==> config.mk <==
export PLATFORM = sky130hd
export DESIGN_NAME = gpr_writeback
export DESIGN_NICKNAME = d
export VERILOG_FILES = /design/src/rtl/gpr_writeback_pkg.sv /design/src/rtl/wb_arbiter.sv /design/src/rtl/gpr_writeback.sv
export SDC_FILE = /design/constraint.sdc
export NUM_CORES = 1
export LEC_CHECK = 0
export CELL_PAD_IN_SITES_DETAIL_PLACEMENT = 1
export CELL_PAD_IN_SITES_GLOBAL_PLACEMENT = 2
export CORE_ASPECT_RATIO = 1.1
export CORE_UTILIZATION = 22
export CTS_CLUSTER_DIAMETER = 200
export DETAILED_ROUTE_END_ITERATION = 10
export HOLD_SLACK_MARGIN = 0.15
export PLACE_DENSITY = 0.77
export SYNTH_ARGS = -nofsm -noshare
export SYNTH_HDL_FRONTEND = slang
export SYNTH_SLANG_ARGS = --single-unit
==> constraint.sdc <==
create_clock -name clk -period 2 [get_ports clk]
set_input_delay 0.2 -clock clk [delete_from_list [all_inputs] [get_ports clk]]
set_output_delay 0.2 -clock clk [all_outputs]
set_load 0.05 [all_outputs]
==> src/rtl/gpr_writeback_pkg.sv <==
// gpr_writeback_pkg: shared XLEN and writeback grant encoding
package gpr_writeback_pkg;
    localparam int XLEN = 32;
    typedef enum logic [1:0] {WB_NONE, WB_ALU, WB_LSU} wb_src_e;
endpackage

==> src/rtl/wb_arbiter.sv <==
// wb_arbiter: LSU-priority writeback arbiter with ALU starvation guard
module wb_arbiter
    import gpr_writeback_pkg::*;
#(
    parameter int STARVE_LIMIT = 4
) (
    input  logic    clk,
    input  logic    rst,
    input  logic    alu_valid,
    input  logic    lsu_valid,
    output logic    alu_ready,
    output logic    lsu_ready,
    output wb_src_e grant
);
    localparam int SW = $clog2(STARVE_LIMIT + 1);
    logic [SW-1:0] starve_cnt;
    logic          at_limit;
    logic          alu_win;
    assign at_limit  = starve_cnt == SW'(STARVE_LIMIT);
    assign alu_win   = !lsu_valid || (alu_valid && at_limit);
    // a source with no competing valid stays ready even when idle
    assign alu_ready = rst && alu_win;
    assign lsu_ready = rst && (!alu_valid || !alu_win);
    assign grant     = (alu_valid && alu_ready) ? WB_ALU :
                       (lsu_valid && lsu_ready) ? WB_LSU : WB_NONE;
    always_ff @(posedge clk or negedge rst)
        if (!rst) starve_cnt <= '0;
        else if (!alu_valid || grant == WB_ALU) starve_cnt <= '0;
        else if (lsu_valid && !at_limit) starve_cnt <= starve_cnt + 1'b1;
endmodule

==> src/rtl/gpr_writeback.sv <==
// gpr_writeback: arbitrates ALU/LSU results into a registered GPR write port
module gpr_writeback
    import gpr_writeback_pkg::*;
#(
    parameter int          STARVE_LIMIT  = 4,
    parameter logic [31:0] WB_COUNT_INIT = '0
) (
    input  logic            clk,
    input  logic            rst,
    input  logic            alu_valid,
    input  logic [4:0]      alu_rd,
    input  logic [XLEN-1:0] alu_data,
    output logic            alu_ready,
    input  logic            lsu_valid,
    input  logic [4:0]      lsu_rd,
    input  logic [XLEN-1:0] lsu_data,
    output logic            lsu_ready,
    output logic [4:0]      reg_wnum,
    output logic            reg_wen,
    output logic [XLEN-1:0] rwdata,
    output logic [31:0]     wb_count
);
    wb_src_e         grant;
    logic [4:0]      rd;
    logic [XLEN-1:0] data;
    logic            hs;
    logic            wr;
    wb_arbiter #(.STARVE_LIMIT(STARVE_LIMIT)) u_arb (
        .clk       (clk),
        .rst       (rst),
        .alu_valid (alu_valid),
        .lsu_valid (lsu_valid),
        .alu_ready (alu_ready),
        .lsu_ready (lsu_ready),
        .grant     (grant)
    );
    assign rd   = grant == WB_ALU ? alu_rd : lsu_rd;
    assign data = grant == WB_ALU ? alu_data : lsu_data;
    assign hs   = grant != WB_NONE;
    // writes to x0 retire normally but never reach the register file
    assign wr   = hs && rd != 5'd0;
    always_ff @(posedge clk or negedge rst)
        if (!rst) begin
            reg_wen  <= 1'b0;
            reg_wnum <= '0;
            rwdata   <= '0;
            wb_count <= WB_COUNT_INIT;
        end else begin
            reg_wen <= wr;
            if (hs) begin
                reg_wnum <= rd;
                rwdata   <= data;
            end
            if (wr) wb_count <= wb_count + 32'd1;
        end
endmodule

Word-level counts from Yosys, hierarchy flattened:

Cells that the tools add are included.

* input port bits: 78
* output and inout port bits: 72
* register bits after elaboration: 73

* add/sub/neg operators: 2
* equality and inequality tests: 2
* muxes and demuxes: 6
* reductions and logical operators: 17

Operator list (count)
* 32-bit by 1-bit adder with 32-bit output, second input constant: 1
* 32-bit two-way mux: 1
* 1-bit logical AND: 7
* 3-bit two-way mux: 2
* 5-bit two-way mux: 1
* 5-bit nonzero test: 1
* 1-bit logical NOT: 4
* 2-bit two-way mux: 2
* 2-bit nonzero test: 2
* 3-bit by 1-bit adder with 3-bit output, second input constant: 1
* 3-bit == test, second input constant: 1
* 1-bit logical OR: 3
* 2-bit by 1-bit == test with 1-bit output, second input constant: 1

Longest topological paths before layout:

* depth in word-level cells: 13
* depth in mapped cells: 9
* mapped depth without buffers: 7

Cells and area by module:

Synthesis repeated with hierarchy kept, for this count alone.

* cell total of the unflattened synthesis: 330
* area total of the unflattened synthesis: 3469.6 um^2

By module, submodules not included
* gpr_writeback: cells each 303, seq. area each 1751.7 um^2, area an instance 3235.6 um^2, times used 1
* wb_arbiter: cells each 27, seq. area each 75.1 um^2, area an instance 234.0 um^2, times used 1

Least setup slack after synthesis:

Ideal clock, no wire load.

* path kind: register -> register
* from: reg wb_count[6]
* to: reg wb_count[28]
* setup slack: -0.043 ns
* clock period less this slack: 2.043 ns
* path buffers: 2
* stages on the path, launching flop included: 8
* arrival time: 1.902 ns
* cells stage by stage: dfrtp_1 > and4_1 > and3_1 > nor4bb_2 > buf_6 > buf_6 > nand4_1 > xnor2_1

* word-level cells in the longest chain between the ends: 1

Ends and longest elaborated chain
* from (decl): RTL line gpr_writeback.sv:21 `output logic [31:0] wb_count`
* from (signal assigned): RTL line gpr_writeback.sv:54 `if (wr) wb_count <= wb_count + 32'd1;`
* 32-bit by 1-bit adder with 32-bit output: RTL line gpr_writeback.sv:54

No other way between the ends.
A chain may end at the register's enable or synchronous reset.

Worst setup path in the final report:

* from: reg u_arb.starve_cnt[0]
* to: reg wb_count[26]

* word-level cells in the longest chain between the ends: 13

Ends and longest elaborated chain
* from (decl): RTL line wb_arbiter.sv:16 `logic [SW-1:0] starve_cnt;`
* from (signal assigned): RTL line wb_arbiter.sv:29 `else if (lsu_valid && !at_limit) starve_cnt <= starve_cnt + 1'b1;`
* 3-bit == test (*): RTL line wb_arbiter.sv:19 `assign at_limit = starve_cnt == SW'(STARVE_LIMIT);`
* 1-bit logical AND (*): RTL line wb_arbiter.sv:20 `assign alu_win = !lsu_valid || (alu_valid && at_limit);`
* 1-bit logical OR (*): RTL line wb_arbiter.sv:20
* 1-bit logical NOT: RTL line wb_arbiter.sv:23 `assign lsu_ready = rst && (!alu_valid || !alu_win);`
* 1-bit logical OR: RTL line wb_arbiter.sv:23
* 1-bit logical AND: RTL line wb_arbiter.sv:23
* 1-bit logical AND: RTL line wb_arbiter.sv:25 `(lsu_valid && lsu_ready) ? WB_LSU : WB_NONE;`
* 2-bit two-way mux: RTL line wb_arbiter.sv:25
* 2-bit two-way mux (*): RTL line wb_arbiter.sv:24 `assign grant = (alu_valid && alu_ready) ? WB_ALU :`
* 2-bit by 1-bit == test with 1-bit output: RTL line gpr_writeback.sv:37 `assign rd = grant == WB_ALU ? alu_rd : lsu_rd;`
* 5-bit two-way mux: RTL line gpr_writeback.sv:37
* 5-bit nonzero test: RTL line gpr_writeback.sv:41 `assign wr = hs && rd != 5'd0;`
* 1-bit logical AND (*): RTL line gpr_writeback.sv:41

Mark *: on every way between the ends. The rest lies on a longest branch, timed or not.

==> metrics list <==
- The run finished with clean final reports.
- Summing all flip-flop and latch instances after layout gives 0.00183 sq mm.
* Number of hold-slack violations in the final timing report: 0
- Final clock period utilization by the worst path: between 90% and 100%
- For this configuration, the core starts out at a cell density of 22.7%.
- Cell family contributing the most delay on the critical path: buffers and inverters
- The startpoint identified for the worst register-to-register timing path is u_arb.starve_cnt[0]$_DFFE_PN0P_.
* Path type of the worst setup path: reg2reg
* Number of buffers added by the clock tree synthesis step: 9
- After detailed routing, the average wire length per cell comes to 15.4 um.
- Overall power consumption after layout is estimated at between 4 and 5 mW.
- Buffers inserted to repair hold after CTS numbered 0.
- Maximum clock insertion buffer count: 2
- Final core utilization: 37.9%
- The Yosys step of the flow raised 0 warnings.
- Number of pins exceeding their max-slew limit in the final report: 0
- Net switching is 34.9% of the power.
- Fraction of power consumed by the clock network: approximately a third
- Area growth, synth to finish: 67.1%
- Final setup skew: 6.39 ps
* Final Critical Period: 1980 ps
* Weighted congestion reported at the end of routability-driven placement: 0.735
- Once detail routing completed, the nets flagged for antenna violations numbered 0.
- The H-tree was split into 3 levels.
* Share of cell area taken by muxes after synthesis: a little over a tenth
- Port buffer count: 149
- Slack of the worst reg-to-reg path: 20 ps
* Number of setup violations in the final report: 0
- Iteration count of the initial detailed-routing pass: 4
* Worst min-delay path category: in2async
* Cell count after synthesis: between 300 and 400
* Routed Wire Length: 10700 um
* Register bit count reported by yosys: 73
- The share of total power dissipated in sequential elements is 37.4%.
* Register clock-pin slew on the reported worst setup and hold paths: 60 ps
- Cell internal power was estimated by the tool at just over 3 mW.
- The floorplan step set the die width to between 100 and 150 um.
- For the worst setup path, the data arrival time is 2190 ps.
* Vertical die dimension: around 130 um
* Share of synthesized flip-flops with an asynchronous set or reset: 100%
- Max_slew headroom: 34.0%
* Most common cell after layout, fill and taps aside: clkdlybuf4s50_1
- After synthesis, the largest family of logic cells by area is simple AND/OR/NAND/NOR gates.
* Power density over the cells: 829 mW/mm^2
- CTS Root Buffer Type: clkbuf_16
- Cell type with the highest occurrence count on the critical path: buf_6
- The worst register-to-register path has a depth of 10.
- Vias per Instance: 4.37
* Crit-path slowest cell: dfrtp_1
- Total gr overflow: 0
- Net load switching power: 1.66 mW
- Highest achievable clock rate: 0.506 GHz
- The final layout contains 573 nets.
- Data on the critical path is required at its endpoint by around 2200 ps.
- The number of antenna diodes in the final layout is 0.
- The tool flagged a number of max-cap violations equal to 0.
* Actual slew at the worst max-slew pin: 991 ps
- In the final layout, the multi-input gates occupy between 0.0015 and 0.002 sq mm.
* Share of the synthesized area in compound gates (AO/OA/AOI/OAI): 7.23%
- The worst setup path is captured at a flop.
* Most used cells in the layout excluding fill and tap cells: clkdlybuf4s50_1 (146), dfrtp_1 (69), nand2_1 (46)
* Detailed-placement wirelength estimate: just under 8000 um
- Sink count of the clock tree: 73
- DIE AREA: 0.0161 sq mm
- Share of power burned in combinational logic: 30.9%
- Highest net fanout along the worst path: 5
- Leak Pwr: between 2 and 2.5 nW
- Mapped Area: 0.00343 sq mm
- Of the cells placed in the final design, the portion with a size suffix greater than 1 is 13.5%.
* Worst setup SP type: flop
- The number of antenna violations at the first check in global routing was 0.
- On the worst path, the slowest cell contributes a delay of 390 ps.
* Peak ir drop on the vdd network: roughly 0.68 mV
- The average instance in the mapped netlist occupies 10.8 sq um.
- The detailed router finished its first iteration with 130 violations.
- For the worst-skew pair, the clock arrives at the later sink with an insertion delay of 340 ps.
- The synthesized netlist devotes 1.10% of its cell area to adder and majority cells.
- The critical path goes through inv_2, ha_4, a21boi_4, o211a_1, buf_6, nor4bb_4, buf_4, buf_6, nand4_1, xnor2_1.
* Largest net degree at the start of global routing: 76
- Core region area: 0.0151 sq mm
- The synthesized design contains 0 enable-type register cells.
- Of the total synthesized cell area, the portion taken by AND, OR, NAND and NOR gates is between 10% and 20%.
- In the routed design, unresolved DRC markers number 0.
- Detailed routing inserted a total of 3029 vias.
- For this run, the leading register cell type out of synthesis is dfrtp_1.
- Total track usage: 13.9%
- Endpoint of the worst-slack reg-to-reg timing path: wb_count[26]$_DFFE_PN0P_
* Post-Synth XOR/XNOR Area: 8.18%
* Sequential area share after synthesis: 53.3%
- Layout filler cell count: 1659
- Row generation in the floorplan step produced 47 rows.
* Post-synthesis cell type count: 33
- Together, buffers and inverters on the worst path number 4.
* First-pass GRT wire length: 17300 um
- Clock tree from TritonCTS: yes
- The number of global-route vias before repair is 3270.
- For this design the top-level I/O count stands at 150.
* RSZ-0062 raised after global routing: true
- The number of nets in the synthesized netlist is 398.
sequential cells by signal, summed over array words and instances, names as in the netlist:
signal and flops:
rwdata 32, reg_wen 1, u_arb.starve_cnt 3, wb_count 32, reg_wnum 5
power by group through the flow:
stage          combinational (mW)  sequential [mW]  clock, mW
3_5_place_dp                 1.46             1.80          0
4_1_cts                      1.49             1.78       1.58
2_1_floorplan               0.249             2.34          0
6_report                     1.47             1.77       1.51
5_1_grt                      1.56             1.80       1.63
3_3_place_gp                 1.44             1.79          0
Yosys cell counts, types with 3 or more instances:
cell,count,area [sq um]
nand4_1,16,100
mux2i_1,36,360
and2_1,3,18.8
a21oi_1,3,15.0
dfrtp_1,73,1830
nand3_1,11,55.1
xnor2_1,29,254
ha_1,3,37.5
and3_1,9,56.3
inv_1,4,15.0
nand2_1,46,173
xor2_1,3,26.3
buf_2,5,25.0
clkbuf_1,8,30.0
and4_1,5,43.8
o21ai_0,37,185
nor2_1,6,22.5
metal layers:
metal,track usage (%),share of wire [%],up-vias
met5,0,0,-
met4,5.35,1.5,0
met3,3.36,6.7,11
met2,23.0,48,100
met1,17.4,44,1457
li1,-,-,1461
stage by stage:
| step | TNS (ps) | std cells | worst slack, ps | instance area, sq um | hold slack (ps) |
|---|---|---|---|---|---|
| finish | 0 | 693 | 22.7 | 5730 | 186 |
| detailed placement | -4620 | 666 | -219 | 5300 | 469 |
| floorplan | 0 | 317 | 55.2 | 3430 | -95.6 |
| CTS | 0 | 692 | 2.53 | 5710 | 221 |
| global placement | -4040 | 666 | -179 | 5300 | 463 |
| global route | -1590 | 693 | -110 | 5730 | 277 |
worst reg2reg max path: cells and delay by family, from the launching register on:
family                   cells  cell delay (ps)
AND/OR/NAND/NOR              2              350
buffers and inverters        4              490
flip-flops                   1              390
adder cells (fa/ha/maj)      1              150
XOR/XNOR                     1              160
AO/OA/AOI/OAI                2              320
worst max path at each step:
stage	from	end	slack [ps]	cells after the start
final	u_arb.starve_cnt[0]$_DFFE_PN0P_	wb_count[26]$_DFFE_PN0P_	20	10
after global routing	u_arb.starve_cnt[0]$_DFFE_PN0P_	wb_count[24]$_DFFE_PN0P_	-110	10
after CTS	u_arb.starve_cnt[1]$_DFFE_PN0P_	wb_count[26]$_DFFE_PN0P_	3	10
after detailed placement	alu_rd[0]	wb_count[5]$_DFFE_PN0P_	-220	7
after global placement	lsu_valid	wb_count[27]$_DFFE_PN0P_	-180	8
after floorplan	u_arb.starve_cnt[0]$_DFFE_PN0P_	wb_count[28]$_DFFE_PN0P_	60	9
what timing repair did:
| action | in CTS | in global routing |
|---|---|---|
| pin swaps | 10 | 11 |
| resized for setup | 13 | 2 |
| endpoints found under the hold margin | 0 | 0 |
| cloned | 2 | 0 |
| endpoints found under the setup margin | 32 | 28 |
| buffers inserted | 8 | 1 |
final cells by class:
cell class                 instances  share of cell area, %
sequential                        73                   32.0
timing repair buffer             181                   31.5
multi-input combinational        223                   27.1
tap                              196                   4.28
clock buffer                      10                   4.17
clock inverter                     6                  0.743
inverter                           4                  0.262
cell families after synthesis:
family	after synthesis
simple gates	106
flops	73
compound gates	45
mux	37
xor+xnor	32
buf+inv	21
fa+ha+maj	3
Note: power is estimated with default switching activity, not from simulation.
==> variant 1 (same settings) <==
Make the reset (`rst`) synchronous in 2 clocked blocks.
--- a/src/rtl/wb_arbiter.sv
+++ b/src/rtl/wb_arbiter.sv
@@ -23,7 +23,7 @@
     assign lsu_ready = rst && (!alu_valid || !alu_win);
     assign grant     = (alu_valid && alu_ready) ? WB_ALU :
                        (lsu_valid && lsu_ready) ? WB_LSU : WB_NONE;
-    always_ff @(posedge clk or negedge rst)
+    always_ff @(posedge clk)
         if (!rst) starve_cnt <= '0;
         else if (!alu_valid || grant == WB_ALU) starve_cnt <= '0;
         else if (lsu_valid && !at_limit) starve_cnt <= starve_cnt + 1'b1;
--- a/src/rtl/gpr_writeback.sv
+++ b/src/rtl/gpr_writeback.sv
@@ -39,7 +39,7 @@
     assign hs   = grant != WB_NONE;
     // writes to x0 retire normally but never reach the register file
     assign wr   = hs && rd != 5'd0;
-    always_ff @(posedge clk or negedge rst)
+    always_ff @(posedge clk)
         if (!rst) begin
             reg_wen  <= 1'b0;
             reg_wnum <= '0;
Formal check against the unedited RTL: differs if rst is asserted again (counterexample within 4 cycles, from zero or initial values and one cycle with rst low); with rst held inactive, the same outputs for 10 cycles.
==> variant 1 against the unedited design <==
- via count is 18% higher
- largest power group is now clock
- non-clock buffer count rose by 16
- synthesized area rose by 2.2%
- critical path type is now input pin to flip-flop
- power shrank 15%
- sequential cell count unchanged
- largest cell class is now non-clock buffers
- design area up 4.7%
- wire length is 9.4% higher
- critical endpoint is now wb_count[6]$_SDFFE_PN0P_
- worst setup slack better by 72 ps
==> variant 1: results (changes against the unedited design) <==
Placer Congestion 0.767 (+4.4%); yosys warns 0 (unchanged); synth cell count leaders dfxtp_1, nor2_1, mux2i_1; Arrival @ worst endpoint approximately 2200 ps; detailed-route via count 3588 (+18%); syn nets 470 (+18%); post-detail-place hpwl 9000 microns (+17%); most used flip-flop cell after synthesis dfxtp_1; layout cells sized above 1 17.8% (+4.3 points); PortBufs 149 (unchanged); worst hold path depth 3; Worst R2R Path Depth 10 (unchanged); Nets 655 (+14%); root buf cell clkbuf_16; initial drt markers 79 (-39%); mux share of post-synthesis cell area 11.7% (+0.88 points); Unique masters post-synth 38 (+15%); hold crit path type input pin to flip-flop; CTS Buf Count 9 (unchanged); vias in the first global route 3661 (+12%); metal3 WL 1240 microns (+73%); Tot GR Track Use 14.6% (+0.69 points); DR pass1 iterations 4 (unchanged); M1 WL 4770 microns (+0.97%); H-Tree Depth 3 (unchanged); area share of the largest cell type after synthesis 41.7% (-12 points); largest net degree at the start of global routing 75 (-1.3%); Fin Clk Skew 8.18 ps (+1.79 ps); Antenna Diode Count 0 (unchanged); clock slew at reported path FFs 60 ps (about the same); area grow syn2layout 71.3%; leakage 0.00230 uW (-1.2%); first-pass GRT wire length 18400 microns (+6.4%); sequential share of the synthesized area 41.7% (-12 points); VDD IR max 0.000298 V (-56%); met2 WL post-DR 5430 microns (+7.0%); slew at the pin closest to its max-slew limit 630 ps (-360 ps); xor and xnor area share after synthesis 1.00% (-7.2 points); DRC 0 (unchanged); synth top area cells dfxtp_1, mux2i_1, a211oi_1; Max FO, Critical Path 5 (unchanged); uppermost layer routed met4; wire per inst 15.0 microns (-2.7%); status finished, final reports clean; Synth Area in Adders 1.07% (-0.023 points); Slowest-stage cell, CP or4_4; post-synthesis compound-gate area fraction 18.0% (+11 points); Async SR Flop Fraction 0% (-100 points); largest registers rwdata (32), wb_count (32), reg_wnum (5); Max stage delay on crit path 460 ps (+70 ps)
==> variant 1: changes by cell type after synthesis, sizes merged, moves of 9 or more <==
cell,unedited run,this run
clkbuf,8,17
nor2,6,49
o21ai,38,5
dfrtp,73,0
inv,4,19
nand2,47,20
a21oi,3,23
xnor2,29,4
a211oi,0,33
dfxtp,0,73
==> variant 1: through the flow <==
step / worst slack (ps) / total power [uW] / instances / area, sq um / hold slack (ps)
detailed placement: -583 / 2430 / 757 / 5570 / 482
global placement: -482 / 2420 / 757 / 5570 / 467
CTS: 1.03 / 4090 / 778 / 5960 / 458
finish: 94.9 / 4030 / 779 / 6000 / 168
global route: -9.19 / 4210 / 779 / 6000 / 192
floorplan: -6.91 / 2020 / 389 / 3530 / 344
==> variant 1: path summary, 6_finish.rpt <==
kind / endpoint / start / slack [ps]
worst min register to register: wb_count[4]$_SDFFE_PN0P_ / wb_count[4]$_SDFFE_PN0P_ / 480
worst max-delay path: wb_count[6]$_SDFFE_PN0P_ / lsu_rd[4] / 90
worst max register to register: wb_count[6]$_SDFFE_PN0P_ / u_arb.starve_cnt[0]$_SDFFE_PP0P_ / 90
worst min-delay path: reg_wnum[0]$_SDFFE_PN0P_ / alu_rd[0] / 170
==> variant 1: final cells by class <==
class | instances | area [sq um]
repair buffers | 197 | 1970
clock buffers | 11 | 233
inverters | 19 | 71.3
flip-flops and latches | 73 | 1480
multi-input cells | 274 | 1940
well taps | 200 | 250
clock inverters | 5 | 56.3
fillers | 1834 | 9620
==> variant 1: critical path: cells and delay by family <==
family | cells | cell delay, ps
AO/OA/AOI/OAI | 3 | 570
buffers and inverters | 4 | 910
AND/OR/NAND/NOR | 2 | 500
==> variant 1: what timing repair did <==
action / in CTS / in global routing
resized for setup: 8 / 12
pin swaps: 3 / 8
gates cloned: 0 / 0
setup endpoints to repair: 23 / 17
buffers inserted: 6 / 1
==> variant 1: routing by layer <==
layer	vias up	global-route usage, %
met5	-	0
met4	0	6.78
met3	15	6.68
met2	122	23.7
met1	1673	16.2
li1	1778	-
==> variant 1: logic make-up after synthesis <==
group | count (synthesis)
multiplexers | 41
XOR/XNOR | 4
buffers and inverters | 42
AO/OA/AOI/OAI | 88
adder cells (fa/ha/maj) | 3
AND/OR/NAND/NOR | 138
flip-flops | 73
==> variant 1: where the power goes <==
part           internal [uW]  total, uW  switching, uW
Combinational            379        845            466
Sequential              1520       1560           36.1
Clock                    965       1630            664
==> variant 2 (config.mk and constraints unchanged) <==
Without the edit above. Set the package constant `XLEN` to 16 (it was 32).
--- a/src/rtl/gpr_writeback_pkg.sv
+++ b/src/rtl/gpr_writeback_pkg.sv
@@ -1,6 +1,6 @@
 // gpr_writeback_pkg: shared XLEN and writeback grant encoding
 package gpr_writeback_pkg;
-    localparam int XLEN = 32;
+    localparam int XLEN = 16;
     typedef enum logic [1:0] {WB_NONE, WB_ALU, WB_LSU} wb_src_e;
 endpackage
 
Interface: changed (resized alu_data, lsu_data and rwdata); port bits go from 150 to 102. No check against the original RTL was run, so the function may have changed too.
==> variant 2 against the unedited design <==
- the flow now finishes with violations (negative setup slack)
- worst setup slack got worse by 26 ps
- final cell count decreased by 17%
- design area decreased by 16%
- sequential cell count decreased by 16
- wire length decreased by 19%
- synthesized area decreased by 20%
- power decreased by 2.5%
- combinational power increased by 11%
- critical endpoint is now wb_count[8]$_DFFE_PN0P_
- highest routed layer unchanged
==> variant 2: results (changes against the unedited design) <==
vias in the first global route 2841 (-13%); Clock Sinks 57 (-22%); status complete, but fails checks; final setup margin -3.42 ps (-26.1 ps); switching part of the total 34.5% (-0.43 points); Signal buf overhead 30.8% (-0.64 points); # clk buffers 13 (+3); pre-CTS setup slack -377 ps (-158 ps); FF-to-FF End wb_count[8]$_DFFE_PN0P_; synth cell count leaders dfrtp_1, nand2_1, o21ai_0; Area-dominant class non-clock buffers; PortBufs 101 (-32%); post-synthesis compound-gate area fraction 9.25% (+2.0 points); VDD IR max 0.000877 V (+29%); syn nets 303 (-24%); # rows 42 (-11%); initial drt markers 56 (-57%); Fillers 1355 (-18%); failing checks negative setup slack; Non-CTS inverters 8 (+4); Final setup viols 1 (+1); wire per inst 15.0 microns (-2.5%); detailed-route via count 2556 (-16%); Placer Congestion 0.725 (-1.4%); Fin Clk Skew 9.08 ps (+2.69 ps); cts hold-fix bufs 3 (+3)
## variant 2: cell types whose count changed in the layout (fill, tap and decap cells not counted), moves of 8 or more
cell,delta
o21ai_0,-14
dfrtp_2,+9
clkdlybuf4s50_1,-49
xnor2_1,-8
nand2_1,-13
mux2i_1,-15
buf_4,+20
nand4_1,-8
dfrtp_1,-25
## variant 2: worst max-delay path by stage
stage                            startpoint                        to  slack [ps]  depth (start not counted)
floorplan           wb_count[0]$_DFFE_PN0P_  wb_count[22]$_DFFE_PN0P_        -150                          6
global placement                  lsu_valid  wb_count[25]$_DFFE_PN0P_        -290                          7
detailed placement                lsu_valid   wb_count[7]$_DFFE_PN0P_        -380                          9
CTS                 wb_count[4]$_DFFE_PN0P_  wb_count[29]$_DFFE_PN0P_          -5                          6
global route        wb_count[0]$_DFFE_PN0P_   wb_count[8]$_DFFE_PN0P_        -110                         12
finish              wb_count[0]$_DFFE_PN0P_   wb_count[8]$_DFFE_PN0P_          -3                         12
## variant 2: routing by layer
layer	global-route usage (%)	routed length [microns]	share of wire (%)	vias up
met1	16.7	3640	42	1264
met4	6.00	186	2.2	0
li1	-	-	-	1219
met5	0	0	0	-
met2	24.9	4470	52	57
met3	3.12	307	3.6	16
## variant 2: logic make-up after synthesis
kind of cell,Yosys count
AOI/OAI and AO/OA,36
xor gates and xnor gates,31
adders and majority gates,3
buffers and inverters,16
DFF,57
muxes,22
and+or+nand+nor,89
## variant 2: stage by stage
| step | total power, uW | hold slack [ps] | utilization, % | instances |
|---|---|---|---|---|
| finish | 4630 | 296 | 40.0 | 573 |
| detailed placement | 2920 | 248 | 35.3 | 537 |
| global route | 4840 | 325 | 40.0 | 573 |
| CTS | 4630 | 438 | 39.3 | 568 |
| floorplan | 2260 | -95.6 | - | 254 |
| global placement | 2880 | 246 | 35.3 | 537 |
